File: src/rtl/serial_gen_pkg.sv
// serial_gen_pkg: shared word type, SERDES ratio and FSM states for the serial word generator
package serial_gen_pkg;
  localparam int SERDES_RATIO = 8;
  typedef logic [SERDES_RATIO-1:0] word_t;
  typedef enum logic [1:0] {IDLE, START, RUN} state_t;
endpackage

File: src/rtl/word_edge_count.sv
// word_edge_count: number of 0->1 transitions inside one serial word, seeded by the previous word's last bit
module word_edge_count
  import serial_gen_pkg::*;
(
  input  word_t      word_i,
  input  logic       prev_i,
  output logic [2:0] count_o
);
  word_t rise;
  assign rise = word_i & ~{word_i[SERDES_RATIO-2:0], prev_i};
  always_comb begin
    count_o = '0;
    for (int k = 0; k < SERDES_RATIO; k++) count_o = count_o + {2'b0, rise[k]};
  end
endmodule

File: src/rtl/serial_word_gen.sv
// serial_word_gen: NCO square wave packed into 8-slot parallel words for an output serializer, with rising-edge counter
module serial_word_gen
  import serial_gen_pkg::*;
#(
  parameter int PHASE_BITS = 32,
  parameter int CNT_BITS   = 16
) (
  input  logic                  clk_i,
  input  logic                  resetn_i,
  input  logic                  en_i,
  input  logic [PHASE_BITS-1:0] freq_i,
  input  logic                  freq_valid_i,
  output logic                  freq_ready_o,
  output word_t                 out_o,
  output logic                  out_valid_o,
  input  logic                  cnt_clr_i,
  output logic [CNT_BITS-1:0]   edge_count_o
);
  typedef logic [PHASE_BITS-1:0] ph_t;
  state_t state_q, state_d;
  ph_t freq_q, freq_d, pend_q, pend_d, phase_q, phase_d;
  ph_t off [SERDES_RATIO];
  logic pend_v_q, pend_v_d, last_q, last_d, valid_d, run, accept, transfer;
  word_t word, out_d;
  logic [2:0] rise_n;
  logic [CNT_BITS:0] cnt_sum;
  logic [CNT_BITS-1:0] cnt_d;
  // slot offsets k*freq built from shifts and adds
  assign off[0] = '0;
  assign off[1] = freq_q;
  assign off[2] = freq_q << 1;
  assign off[3] = off[2] + freq_q;
  assign off[4] = freq_q << 2;
  assign off[5] = off[4] + freq_q;
  assign off[6] = off[4] + off[2];
  assign off[7] = off[4] + off[3];
  for (genvar k = 0; k < SERDES_RATIO; k++) begin : g_slot
    ph_t s;
    assign s = phase_q + off[k];
    assign word[k] = s[PHASE_BITS-1];
  end
  word_edge_count u_edges (
    .word_i  (word),
    .prev_i  (last_q),
    .count_o (rise_n)
  );
  assign run          = state_q == RUN;
  assign freq_ready_o = !pend_v_q && resetn_i;
  assign accept       = freq_valid_i && freq_ready_o;
  assign transfer     = state_q != IDLE && pend_v_q;
  assign cnt_sum      = {1'b0, edge_count_o} + {{(CNT_BITS-2){1'b0}}, rise_n};
  always_comb begin
    state_d  = !en_i ? IDLE : state_q == IDLE ? START : RUN;
    out_d    = run ? word : '0;
    valid_d  = run;
    phase_d  = run ? phase_q + (freq_q << 3) : '0;
    last_d   = run & word[SERDES_RATIO-1];
    freq_d   = transfer ? pend_q : freq_q;
    pend_d   = accept ? freq_i : pend_q;
    pend_v_d = accept | (pend_v_q & !transfer);
    cnt_d    = cnt_clr_i ? '0 : !run ? edge_count_o : cnt_sum[CNT_BITS] ? '1 : cnt_sum[CNT_BITS-1:0];
  end
  always_ff @(posedge clk_i) begin
    if (!resetn_i) begin
      state_q      <= IDLE;
      freq_q       <= '0;
      pend_q       <= '0;
      pend_v_q     <= 1'b0;
      phase_q      <= '0;
      last_q       <= 1'b0;
      out_o        <= '0;
      out_valid_o  <= 1'b0;
      edge_count_o <= '0;
    end else begin
      state_q      <= state_d;
      freq_q       <= freq_d;
      pend_q       <= pend_d;
      pend_v_q     <= pend_v_d;
      phase_q      <= phase_d;
      last_q       <= last_d;
      out_o        <= out_d;
      out_valid_o  <= valid_d;
      edge_count_o <= cnt_d;
    end
  end
endmodule

File: config.mk
export PLATFORM = sky130hd
export DESIGN_NAME = serial_word_gen
export DESIGN_NICKNAME = d
export VERILOG_FILES = /design/src/rtl/serial_gen_pkg.sv /design/src/rtl/word_edge_count.sv /design/src/rtl/serial_word_gen.sv
export SDC_FILE = /design/constraint.sdc
export NUM_CORES = 1
export LEC_CHECK = 0
export BUFFER_PORTS_ARGS = -buffer_cell sky130_fd_sc_hd__clkbuf_2
export CORE_MARGIN = 1.5
export CORE_UTILIZATION = 45
export CTS_CLUSTER_SIZE = 8
export DETAILED_ROUTE_END_ITERATION = 10
export REMOVE_ABC_BUFFERS = 1
export SYNTH_ARGS = -nofsm -noshare
export SYNTH_HDL_FRONTEND = slang
export SYNTH_HIERARCHICAL = 1
export SYNTH_SLANG_ARGS = --single-unit
File: constraint.sdc
create_clock -name clk_i -period 21.2 [get_ports clk_i]
set_input_delay 1.06 -clock clk_i [delete_from_list [all_inputs] [get_ports clk_i]]
set_output_delay 1.06 -clock clk_i [all_outputs]
set_load 0.02 [all_outputs]
# After elaboration in Yosys (flattened, before gate mapping)
# Index checks and enable logic that the tools add are counted.
dict set report totals {
  reg_bits 125
  in_bits 37
  output_inout_bits 26
  elab_cells 48
}
dict set report op_classes {
  add_sub_neg 20
  n_eq_ne 1
  mux 2
  n_bitwise 6
  n_reduce_logical 10
}
# op n
set ops {}
lappend ops {{$add 32x32->32} 12}
lappend ops {{$add 3x1->3} 6}
lappend ops {{$add 16x3->17} 1}
lappend ops {{$mux 16} 1}
lappend ops {{$and 8x8->8} 1}
lappend ops {{$not 8->8} 1}
lappend ops {{$reduce_and 2->1} 2}
lappend ops {{$logic_and 1x1->1} 3}
lappend ops {{$add 1x1->2} 1}
lappend ops {{$and 1x1->1} 2}
lappend ops {{$eq 2x2->1 const B} 1}
lappend ops {{$logic_not 1->1} 2}
lappend ops {{$logic_not 2->1} 1}
lappend ops {{$mux 2} 1}
lappend ops {{$reduce_bool 2->1} 1}
lappend ops {{$reduce_or 2->1} 1}
lappend ops {{$not 1->1} 1}
lappend ops {{$or 1x1->1} 1}

# Depth between registers and ports, before layout
dict set report logic_depth {
  ltp_word 13
  mapped_depth 38
  ltp_nobuf 38
}

# Cells and area by module
# Netlist, hierarchy kept.
# mod n_inst cells_each area_each_um2 seq_area_each_um2
set by_module_without_submodules {}
lappend by_module_without_submodules {serial_word_gen 1 1537 13516.7 2442.3}
lappend by_module_without_submodules {word_edge_count 1 22 193.9 0.0}

# Worst setup path before layout
# OpenSTA, ideal clock, no wires.
dict set report synth_timing {
  kind {register to register}
  start {register freq_q[2]}
  end {register edge_count_o[12]}
  setup_ns 0.116
  arrival_time_ns 7.729
  t_required_ns 21.084
  path_slack_ns 13.354
  stages_incl_launch_ff 38
  path_buffers 0
  period_less_slack_ns 7.846
  path_cell_list {dfxtp_1 -> inv_1 -> fa_1 -> nand2b_1 -> a21o_1 -> a211oi_2 -> o21ai_1 -> a21boi_1 -> o21ai_0 -> nor2b_1 -> a211o_1 -> ha_1 -> nand2_1 -> o21ai_0 -> a21oi_1 -> o221ai_1 -> o211ai_1 -> and3_1 -> [2 not listed] -> and2b_1 -> fa_1 -> inv_1 -> fa_1 -> inv_1 -> fa_1 -> ha_1 -> inv_1 -> fa_1 -> inv_1 -> inv_1 -> fa_1 -> inv_1 -> a21oi_1 -> nor3_1 -> and3_1 -> nand3_1 -> o211a_1}
}
dict set report synth_between {
  word_cells_on_any_way 22
  classes_between {add/sub (19); mux (1); bitwise (2)}
}
# element line
set synth_rtl {}
lappend synth_rtl {{from (decl)} serial_word_gen.sv:21} ;# ph_t freq_q, freq_d, pend_q, pend_d, phase_q, phase_d;
lappend synth_rtl {{from (signal assigned)} serial_word_gen.sv:76} ;# freq_q <= freq_d;
lappend synth_rtl {{$add 32x32->32 *} serial_word_gen.sv:32} ;# assign off[3] = off[2] + freq_q;
lappend synth_rtl {{$add 32x32->32 *} serial_word_gen.sv:39} ;# assign s = phase_q + off[k];
lappend synth_rtl {{via g_slot[3].s[31]} serial_word_gen.sv:38} ;# ph_t s;
lappend synth_rtl {{$and 8x8->8 *} word_edge_count.sv:10} ;# assign rise = word_i & ~{word_i[SERDES_RATIO-2:0], prev_i};
lappend synth_rtl {{$add 3x1->3 or $and 8x8->8 (tied branches)} {word_edge_count.sv:13, word_edge_count.sv:10}}
lappend synth_rtl {{$add 3x1->3 * (4 in a row)} word_edge_count.sv:13} ;# for (int k = 0; k < SERDES_RATIO; k++) count_o = count_o + {2'b0, rise[k]};
lappend synth_rtl {{via rise_n[1]} serial_word_gen.sv:25} ;# logic [2:0] rise_n;
lappend synth_rtl {{$add 16x3->17 *} serial_word_gen.sv:51} ;# assign cnt_sum = {1'b0, edge_count_o} + {{(CNT_BITS-2){1'b0}}, rise_n};
lappend synth_rtl {{$mux 16 *} serial_word_gen.sv:61} ;# cnt_d = cnt_clr_i ? '0 : !run ? edge_count_o : cnt_sum[CNT_BITS] ? '1 : cnt_sum[CNT_BITS-1:0];
lappend synth_rtl {{to (signal assigned)} serial_word_gen.sv:83} ;# edge_count_o <= cnt_d;
lappend synth_rtl {{to (decl)} serial_word_gen.sv:17} ;# output logic [CNT_BITS-1:0] edge_count_o
# The timed path passes the listed nets; every way through them passes the cells marked *.
# A chain may end at the register's enable or synchronous reset.

# Final worst setup path
dict set report layout_timing {
  start {register freq_q[1]}
  end {register edge_count_o[13]}
}
# Same word-level chain as after synthesis.

==> results_tabular.tex <==
\begin{tabular}{lr}
\hline
Metric & Value \\
\hline
\multicolumn{2}{l}{\textbf{Logic synthesis}} \\
\quad Share of flip-flops with an asynchronous set or reset after synthesis & 0 \\
\quad Count of mapped cells out of synthesis & 1559 \\
\quad Fraction of the mapped netlist area in compound gates & 0.211 \\
\quad Syn\_area\_per\_cell & around 9 um\^{}2 \\
\quad Number of register bits inferred by synthesis & around 120 \\
\quad Main combinational cell family by area after synthesis & adder cells \\
\quad Multiplexer share of the synthesized area & 0.00593 \\
\quad Post-synth EDFFs & 0 \\
\quad Synth Area in XOR/XNOR & 0.0465 \\
\quad Sequential share of the synthesized area & 0.178 \\
\quad Cell area after synthesis & between 10000 and 15000 um\^{}2 \\
\quad Number of unique standard cell types used by synthesis & 79 \\
\quad Post-synthesis share of cell area spent on and, or, nand and nor gates & 0.152 \\
\quad Total number of yosys warnings & 6 \\
\quad Share of synthesized cell area in full adder, half adder and majority cells & 0.363 \\
\quad Prevailing post-synth register cell & sky130\_fd\_sc\_hd\_\_dfxtp\_1 \\
\multicolumn{2}{l}{\textbf{STA}} \\
\quad Relative slew slack & 0.347 \\
\quad Number of failing hold endpoints at the final stage & 0 \\
\quad RSZ-0062 raised after global routing & false \\
\quad F\_max & 109 MHz \\
\quad Fin crit share & 0.434 \\
\quad Sum of negative setup slack & 0 ps \\
\quad Slew of the pin with the lowest slew margin & 976 ps \\
\quad Final setup violation count & 0 \\
\quad Max-slew violation count & 0 \\
\quad Worst clock skew on the final layout & 6.83 ps \\
\quad Final critical-path required period & 9190 ps \\
\multicolumn{2}{l}{\textbf{Routing}} \\
\quad Final routed wirelength across all metal layers & $\sim$34000 um \\
\quad Total via count after detailed routing & 11300 \\
\quad Number of DRC violations after detailed-routing iteration 0 & 575 \\
\quad TritonRoute pass-1 iters & 5 \\
\quad \# DRC & 0 \\
\quad Antenna viol nets, final & 0 \\
\quad Wirelength per Cell & 16.7 um \\
\quad Via/cell ratio & roughly 5.6 \\
\multicolumn{2}{l}{\textbf{Outcome}} \\
\quad Status & finished, final reports clean \\
\multicolumn{2}{l}{\textbf{Cells and area}} \\
\quad Layout cells sized above 1 & 0.0866 \\
\quad Total Nets Final & 1996 \\
\quad Fillers & 2917 \\
\quad Layout Area Growth over Synthesis & 9.47\% \\
\quad Diodes inserted & 0 \\
\quad Post-layout utilization of the core & 0.504 \\
\multicolumn{2}{l}{\textbf{Power and ir drop}} \\
\quad Final Total Pwr & 0.558 mW \\
\quad Ratio of total power to cell area & between 30 and 40 nW/um\^{}2 \\
\quad Maximum resistive drop on vdd & just over 0.05 mV \\
\quad LEAKAGE & 8.17 nW \\
\multicolumn{2}{l}{\textbf{Clock network}} \\
\quad Number of cells upsized or downsized after cts & 0 \\
\quad Inserted Clock Buffers & 17 \\
\quad Clock latency of the later-clocked register in the worst-skew pair & about 420 ps \\
\quad Clock Root Buffer & sky130\_fd\_sc\_hd\_\_clkbuf\_16 \\
\quad Post-CTS setup buffer count & 0 \\
\quad Worst-case clock buffer depth & 2 \\
\quad TritonCTS sink count & 122 \\
\quad Clock-pin slew on the worst setup and hold paths & 60 ps \\
\quad Maximum level of the CTS H-tree & 4 \\
\quad CTS tree & built \\
\quad \# hold bufs at CTS & 0 \\
\multicolumn{2}{l}{\textbf{Die}} \\
\quad Height of the die & 178 um \\
\quad Die area & $\sim$32000 um\^{}2 \\
\quad Initial core utilization & 0.460 \\
\quad Cell row count & 63 \\
\quad Core outline area & 29800 um\^{}2 \\
\quad Count of boundary I/O pins & 63 \\
\quad Horizontal extent of the die & approximately 180 um \\
\multicolumn{2}{l}{\textbf{Global route}} \\
\quad Global Route Usage Sum & 0.226 \\
\quad Maximum number of pins on one net before global-route repair & 73 \\
\quad Overflow left after global routing & 0 \\
\quad First-pass GRT wire length & 56900 um \\
\quad Number of global-route vias before repair & 11400 \\
\quad Initial antenna violation count & 0 \\
\multicolumn{2}{l}{\textbf{Place}} \\
\quad Half-perimeter wire length of the detailed placement result & 27000 um \\
\quad Weighted congestion reported at the end of routability-driven placement & $\sim$0.92 \\
\quad Number of buffers added on ports & 62 \\
\multicolumn{2}{l}{\textbf{Setup path}} \\
\quad R2R depth & 36 \\
\quad Standard cell with the maximum stage delay on the critical path & sky130\_fd\_sc\_hd\_\_dfxtp\_1 \\
\quad Worst flop-to-flop path endpoint & edge\_count\_o[13] \\
\quad Worst-case register-to-register setup slack & 12010 ps \\
\quad Worst path arrival time & 9540 ps \\
\quad Critical path class & register to register \\
\quad Largest stage delay on the critical path & 560 ps \\
\quad Startpoint of the worst register-to-register path & freq\_q[1] \\
\quad Nature of the critical path endpoint & register \\
\quad Type of element launching the critical path & register \\
\quad Max Fanout on Critical Path & 9 \\
\quad Worst path required time & roughly 22000 ps \\
\quad Cell seen most often among critical-path stages & sky130\_fd\_sc\_hd\_\_inv\_1 \\
\multicolumn{2}{l}{\textbf{Hold path}} \\
\quad Source of the worst hold timing path & pend\_q[28] \\
\quad Hold crit path type & register to register \\
\quad Min-Delay Path Depth & 2 \\
\quad Sink of the worst hold path & pend\_q[28] \\
\multicolumn{2}{l}{\textbf{Flow run}} \\
\quad Max-cap check violation count & 0 \\
\hline
\end{tabular}
## sequential cells by signal, summed over array words and instances (netlist names)
register and cells:
phase_q 29, out_valid_o 1, edge_count_o 16, pend_v_q 1
out_o 8, pend_q 32, state_q 2, last_q 1
freq_q 32
## power breakdown
part	total [mW]	internal, mW	switching, mW
clock	0.277	0.169	0.107
sequential	0.241	0.235	0.00538
combinational	0.0409	0.0162	0.0247
## through the flow
stage / area (um^2) / hold slack (ps) / instances / setup WS (ps)
floorplan: 13500 / 436 / 1521 / 13360
global placement: 14400 / 445 / 1987 / 12240
detailed placement: 14400 / 450 / 1987 / 12040
CTS: 15000 / 460 / 2018 / 12000
global route: 15000 / 469 / 2018 / 11300
finish: 15000 / 458 / 2018 / 12010
## area by class of cell
class | instances | area (um^2) | area share
sequential | 122 | 2440 | 0.163
multi-input combinational | 1290 | 10700 | 0.712
clock inverter | 10 | 95.1 | 0.00634
inverter | 109 | 409 | 0.0273
timing repair buffer | 76 | 415 | 0.0277
clock buffer | 21 | 470 | 0.0313
tap | 390 | 488 | 0.0325
## cells in the mapped netlist, types with 6 or more instances
cell                       count  area share
sky130_fd_sc_hd__a211o_1       9      0.0057
sky130_fd_sc_hd__a211oi_1      9      0.0049
sky130_fd_sc_hd__a21boi_0     33       0.018
sky130_fd_sc_hd__a21o_1       78       0.043
sky130_fd_sc_hd__a21oi_1      90       0.033
sky130_fd_sc_hd__a31oi_1       9      0.0041
sky130_fd_sc_hd__and3_1       16      0.0073
sky130_fd_sc_hd__and4_1        8      0.0051
sky130_fd_sc_hd__clkbuf_1     31      0.0085
sky130_fd_sc_hd__dfxtp_1     122        0.18
sky130_fd_sc_hd__fa_1         91        0.13
sky130_fd_sc_hd__ha_1        252        0.23
sky130_fd_sc_hd__inv_1       108       0.030
sky130_fd_sc_hd__mux2i_1       7      0.0051
sky130_fd_sc_hd__nand2_1     194       0.053
sky130_fd_sc_hd__nand2b_1     19      0.0087
sky130_fd_sc_hd__nand3_1      16      0.0058
sky130_fd_sc_hd__nand4_1      28       0.013
sky130_fd_sc_hd__nor2_1       83       0.023
sky130_fd_sc_hd__nor2b_1      26       0.012
sky130_fd_sc_hd__nor3_1       25      0.0091
sky130_fd_sc_hd__o211ai_1     17      0.0093
sky130_fd_sc_hd__o21a_1       22       0.012
sky130_fd_sc_hd__o21ai_0      78       0.028
sky130_fd_sc_hd__o21ai_1       8      0.0029
sky130_fd_sc_hd__o31ai_1       6      0.0033
sky130_fd_sc_hd__xnor2_1      32       0.020
sky130_fd_sc_hd__xor2_1       39       0.025
## metal layers
metal | GRT usage | up-vias | wire length (um)
met1 | 0.318 | 5353 | 16800
met2 | 0.360 | 194 | 14900
met5 | 0 | - | 0
li1 | - | 5675 | -
met3 | 0.0216 | 54 | 983
met4 | 0.0781 | 0 | 901
## cell usage in the layout (no fill, tap or decap), types with 33 or more instances in the layout
cell / netlist / final
sky130_fd_sc_hd__clkbuf_2: 0 / 62
sky130_fd_sc_hd__nand2_1: 194 / 194
sky130_fd_sc_hd__a21boi_0: 33 / 33
sky130_fd_sc_hd__a21o_1: 78 / 78
sky130_fd_sc_hd__xor2_1: 39 / 39
sky130_fd_sc_hd__o21ai_0: 78 / 78
sky130_fd_sc_hd__inv_1: 108 / 108
sky130_fd_sc_hd__nor2_1: 83 / 83
sky130_fd_sc_hd__dfxtp_1: 122 / 122
sky130_fd_sc_hd__ha_1: 252 / 252
sky130_fd_sc_hd__a21oi_1: 90 / 90
sky130_fd_sc_hd__fa_1: 91 / 91
## critical path, delay by kind of cell, from the launching register on
kind	cells	cell delay, ps
AOI/OAI and AO/OA	11	2100
adders and majority gates	8	3350
buffers and inverters	7	640
DFF	1	560
and+or+nand+nor	10	2470
## kinds of logic after synthesis
| kind of cell | count (synthesis) |
|---|---|
| buffers and inverters | 147 |
| AO/OA/AOI/OAI | 422 |
| XOR/XNOR | 72 |
| adder cells (fa/ha/maj) | 343 |
| multiplexers | 8 |
| AND/OR/NAND/NOR | 445 |
| flip-flops | 122 |
## how the worst max path moves through the flow
stage               cells past startpoint  slack, ps               end  startpoint
detailed placement                     36      12040   edge_count_o[3]   freq_q[2]
global placement                       36      12240   edge_count_o[7]   freq_q[2]
floorplan                              37      13360  edge_count_o[12]   freq_q[2]
finish                                 36      12010  edge_count_o[13]   freq_q[1]
global route                           36      11300  edge_count_o[13]   freq_q[2]
CTS                                    36      12000   edge_count_o[3]   freq_q[1]
Power figures use the tool's default switching activity.
